File: src/rtl/fetch_stage_pkg.sv
// Core-wide constants shared by the fetch stage and the future data-side memory stage.
// Also provides the small PC-alignment helper used on redirects.
package fetch_stage_pkg;

    localparam int              XLEN        = 32;
    localparam logic [XLEN-1:0] INSTR_BYTES = 32'd4;
    localparam logic [XLEN-1:0] START_ADDR  = 32'h0100_0000;
    localparam logic [XLEN-1:0] NOP_INSTR   = 32'h0000_0013;

    // Execute traps misaligned targets, so the fetch side simply drops the low bits.
    function automatic logic [XLEN-1:0] align_pc(input logic [XLEN-1:0] pc);
        return pc & ~(INSTR_BYTES - 32'd1);
    endfunction

endpackage

File: src/rtl/fetch_stage_range_check.sv
// Combinational window check: is an address inside [BASE_ADDR, BASE_ADDR + SIZE_BYTES)?
// Kept standalone so the data-side memory stage can reuse it.
module fetch_range_check
    import fetch_stage_pkg::*;
#(
    parameter logic [XLEN-1:0] BASE_ADDR  = START_ADDR,
    parameter logic [XLEN-1:0] SIZE_BYTES = 32'd4096
) (
    input  logic [XLEN-1:0] address,
    output logic            in_range
);

    logic [XLEN-1:0] offset;

    // Offset wraps below BASE_ADDR; the first term rejects that case.
    assign offset   = address - BASE_ADDR;
    assign in_range = (address >= BASE_ADDR) && (offset < SIZE_BYTES);

endmodule

File: src/rtl/fetch_stage.sv
// Instruction fetch: owns the PC, drives the synchronous instruction memory and hands
// {pc, instr, fault} to decode over valid/ready; execute redirects take priority.
module fetch_stage
    import fetch_stage_pkg::*;
#(
    parameter logic [XLEN-1:0] START_ADDR_P = START_ADDR,
    parameter logic [XLEN-1:0] MEM_BYTES    = 32'd4096,
    parameter logic [XLEN-1:0] NOP_INSTR_P  = NOP_INSTR
) (
    input  logic            clock,
    input  logic            reset_n,
    input  logic            redirect_valid,
    input  logic [XLEN-1:0] redirect_pc,
    input  logic            id_ready,
    output logic            if_valid,
    output logic [XLEN-1:0] if_pc,
    output logic [XLEN-1:0] if_instr,
    output logic            if_fault,
    output logic [XLEN-1:0] imem_address,
    output logic            imem_enable,
    output logic            imem_read_write,
    output logic [XLEN-1:0] imem_data_in,
    input  logic [XLEN-1:0] imem_data_out
);

    logic [XLEN-1:0] fetch_pc_q, fetch_pc_d;
    logic [XLEN-1:0] out_pc_q,   out_pc_d;
    logic            inflight_q, inflight_d;
    logic            out_fault_q, out_fault_d;
    logic            in_range;
    logic            issue;

    fetch_range_check #(
        .BASE_ADDR  (START_ADDR_P),
        .SIZE_BYTES (MEM_BYTES)
    ) u_range_check (
        .address  (fetch_pc_q),
        .in_range (in_range)
    );

    // A new fetch launches whenever the memory output slot is free or being drained.
    assign issue = !redirect_valid && (!inflight_q || id_ready);

    // Out-of-range fetches never touch memory; the stale read data is masked below.
    assign imem_enable     = reset_n && issue && in_range;
    assign imem_address    = fetch_pc_q;
    assign imem_read_write = 1'b0;
    assign imem_data_in    = '0;

    assign if_valid = inflight_q && !redirect_valid;
    assign if_pc    = out_pc_q;
    assign if_fault = out_fault_q;
    assign if_instr = out_fault_q ? NOP_INSTR_P : imem_data_out;

    always_comb begin
        fetch_pc_d  = fetch_pc_q;
        inflight_d  = inflight_q;
        out_pc_d    = out_pc_q;
        out_fault_d = out_fault_q;
        if (redirect_valid) begin
            fetch_pc_d = align_pc(redirect_pc);
            inflight_d = 1'b0;
        end else if (issue) begin
            inflight_d  = 1'b1;
            out_pc_d    = fetch_pc_q;
            out_fault_d = !in_range;
            fetch_pc_d  = fetch_pc_q + INSTR_BYTES;
        end
    end

    always_ff @(posedge clock or negedge reset_n) begin
        if (!reset_n) begin
            fetch_pc_q  <= START_ADDR_P;
            inflight_q  <= 1'b0;
            out_pc_q    <= '0;
            out_fault_q <= 1'b0;
        end else begin
            fetch_pc_q  <= fetch_pc_d;
            inflight_q  <= inflight_d;
            out_pc_q    <= out_pc_d;
            out_fault_q <= out_fault_d;
        end
    end

endmodule

File: config.mk
export PLATFORM = sky130hd
export DESIGN_NAME = fetch_stage
export DESIGN_NICKNAME = d
export VERILOG_FILES = /design/src/rtl/fetch_stage_pkg.sv /design/src/rtl/fetch_stage_range_check.sv /design/src/rtl/fetch_stage.sv
export SDC_FILE = /design/constraint.sdc
export NUM_CORES = 1
export LEC_CHECK = 0
export ABC_AREA = 1
export CORE_UTILIZATION = 30
export CTS_CLUSTER_SIZE = 30
export DETAILED_ROUTE_END_ITERATION = 8
export PLACE_DENSITY = 0.69
export SYNTH_ARGS = -nofsm -noshare
export SYNTH_HDL_FRONTEND = slang
export SYNTH_SLANG_ARGS = --single-unit
File: constraint.sdc
create_clock -name clock -period 1.55 [get_ports clock]
set_input_delay 0.2325 -clock clock [delete_from_list [all_inputs] [get_ports clock]]
set_output_delay 0.2325 -clock clock [all_outputs]
set_load 0.02 [all_outputs]
==> out/metrics.yaml <==
cp_common_cell: "nor2_4"
via_per_inst: 4.468
path_clk_slew_ns: 0.05
leakagePower_nw: 3.454
rsz0062_at_grt: "true"
syn_area_mm2: 0.003913
n_antenna_cell: 0
syn_inst: 560
finalCoreUtilization: 0.5402
path_max_fanout: 2
dr.pass1.iters: 4
clk-insertion-delay-late_ns: 0.33
r2r_slack_ns: -0.04
period_share: 1.230
globalRouteTotalUtil: 0.1988
cts-root-buf: "clkbuf_16"
core_area_mm2: 0.01267
drc: 0
cts_max_path_buffers: 2
vdd_ir_drop_max_v: 0.0005072
seq_area_mm2: 0.001555
yosysWarnings: 0
setup_violations: 33
die_area_mm2: 0.01350
nets: 860
slowest_stage: "dfrtp_1"
slew_headroom: 0.4599
cp_cell_sequence: "inv_2 > nor2_4 > nor2_4 > inv_2 > nor2_4 > nand4_1 > nor3b_2 > buf_4"
grt_max_degree: 63
grt_first_pass_wirelength_um: 20270
avgSynthCellArea_um2: 6.987
yosysSeqAreaShare: 0.3969
r2r_cells: 7
antenna_found_initial: 0
fp.dieW_um: 116.2
synth.distinct_cells: 33
cts_hold_buf: 0
dr_total_vias: 4321
die_h_um: 116.2
cts_sinks: 62
reg2reg_to: "imem_address[20]"
hold_violations: 0
final_layout_size_suffix_gt1_frac: 0.2591
fin_setup_tns_ns: -1.464
startpoint: "inflight_q"
final_area_mm2: 0.006845
place_area_mm2: 0.006045
required_ns: 1.32
worst_setup_path_start_kind: "flip-flop"
cts_tree: "done"
ys_seq_elements: 62
wl_per_cell_um: 13.90
totalWireLength_um: 13440
boundaryPins: 200
cts-buffers-inserted: 9
worstSetupPathType: "flip-flop to primary output"
ant_nets: 0
crit_path_max_incr_delay_ns: 0.38
tightest_slew_ns: 0.8102
reg2reg_from: "imem_address[3]"
routabilityCongestion: 0.8637
htree_levels: 3
cp-end-kind: "primary output"
syn2layout_area_growth_pct: 74.96
grt-ovfl-total: 0
layout_setup_ws_ns: -0.3563
n_fill_cell: 1170
worstPathArrival_ns: 1.67
place_hpwl_um: 9861
final.setup_skew_ns: 0.004435
hp-class: "input port to asynchronous set/reset pin"
drt_iter0_drc: 266
fp-row-count: 41
fmax_ghz: 0.5246
start_util: 0.3088
grt_pass1_vias: 3889
finalCriticalPeriod_ns: 1.906
port_buffers: 160
violations: "negative setup slack"
powerDensity_mw_per_mm2: 821.8
multi_input_area_mm2: 0.002143
status: "complete, but fails checks"
drv_cap: 0
slew_violations: 0
-- critical path, delay by kind of cell (launching register included) --
family | cells | cell delay, ns
buffers and inverters | 3 | 0.33
DFF | 1 | 0.38
and+or+nand+nor | 5 | 0.66
-- layer usage --
metal,track usage,up-vias,routed length [µm]
met3,0.02595,21,585
met4,0.08718,0,286
met5,0,-,0
met2,0.3056,139,6555
li1,-,2149,-
met1,0.2795,2012,6008
-- how the worst max path moves through the flow --
stage,to
2_1_floorplan,imem_address[28]
3_3_place_gp,imem_enable
3_5_place_dp,imem_enable
4_1_cts,imem_enable
5_1_grt,imem_enable
6_report,imem_enable
-- cell usage after synthesis (all sizes together) --
cell type | instances | share of area
a21oi | 5 | 0.0064
a22oi | 8 | 0.015
a31oi | 1 | 0.0016
buf | 48 | 0.086
clkbuf | 8 | 0.0077
conb | 1 | 0.00096
dfrtp | 61 | 0.39
dfstp | 1 | 0.0067
ha | 2 | 0.0064
inv | 75 | 0.072
nand2 | 135 | 0.13
nand3 | 37 | 0.052
nand3b | 1 | 0.0019
nand4 | 10 | 0.016
nor2 | 114 | 0.12
nor3 | 2 | 0.0054
nor3b | 1 | 0.0019
nor4 | 2 | 0.0032
o211ai | 8 | 0.015
o21a | 1 | 0.0019
o21ai | 34 | 0.043
o22ai | 2 | 0.0032
or2 | 3 | 0.0048
-- cell type report --
class                      count  share of cell area
timing repair buffer         239              0.3458
clock buffer                  15             0.04058
tap                          172             0.03144
clock inverter                 1           0.0007311
multi-input combinational    403              0.3131
sequential                    62              0.2272
inverter                      75             0.04113
-- registers in the layout, indices dropped and copies added (netlist names) --
name and flops:
if_fault 1, inflight_q 1, imem_address 30, if_pc 30
-- per-stage QoR --
stage / instances / total power, mW / hold WS, ns / worst slack, ns
2_1_floorplan: 596 / 2.863 / -0.06309 / 0.01583
3_3_place_gp: 938 / 3.769 / 0.4582 / -0.8432
3_5_place_dp: 938 / 3.788 / 0.4731 / -0.8459
4_1_cts: 962 / 5.640 / 0.1996 / -0.3844
5_1_grt: 967 / 5.923 / 0.2206 / -0.4291
6_report: 967 / 5.626 / 0.1370 / -0.3563
-- cells in the final DEF, fill, tap and decap left out, drive strengths merged, types with 2 or more instances in the layout --
cell / instances
o22ai: 2
inv: 75
buf: 112
o21ai: 34
clkbuf: 18
nand2: 135
conb: 37
or2: 3
dlygate4sd2: 29
o211ai: 8
nor3: 2
clkdlybuf4s50: 74
a22oi: 8
nor4: 2
nor2: 114
dlymetal6s2s: 21
nand4: 10
dfrtp: 61
nand3: 37
ha: 2
a21oi: 5
-- what timing repair did --
action,CTS,global route
setup endpoints to repair,69,77
gates resized for setup,281,68
gates cloned,1,0
pin swaps,18,28
buffers inserted,7,6
-- kinds of logic (layout without fill, tap and decap cells) --
group           count (synthesis)  in the layout  synth area share
buf+inv                       131            330            0.1653
fa+ha+maj                       2              2          0.006395
simple gates                  305            305            0.3431
other cells                     1             37         0.0009585
compound gates                 59             59           0.08730
flops                          62             62            0.3969
-- where the power goes --
group / switching [mW] / total, mW / leakage [nW] / internal, mW
logic: 1.01 / 1.78 / 2.58 / 0.767
clock network: 0.667 / 1.88 / 0.140 / 1.21
registers: 0.136 / 1.97 / 0.738 / 1.83
total: 1.82 / 5.63 / 3.45 / 3.81
(Power assumes the default switching activity.)
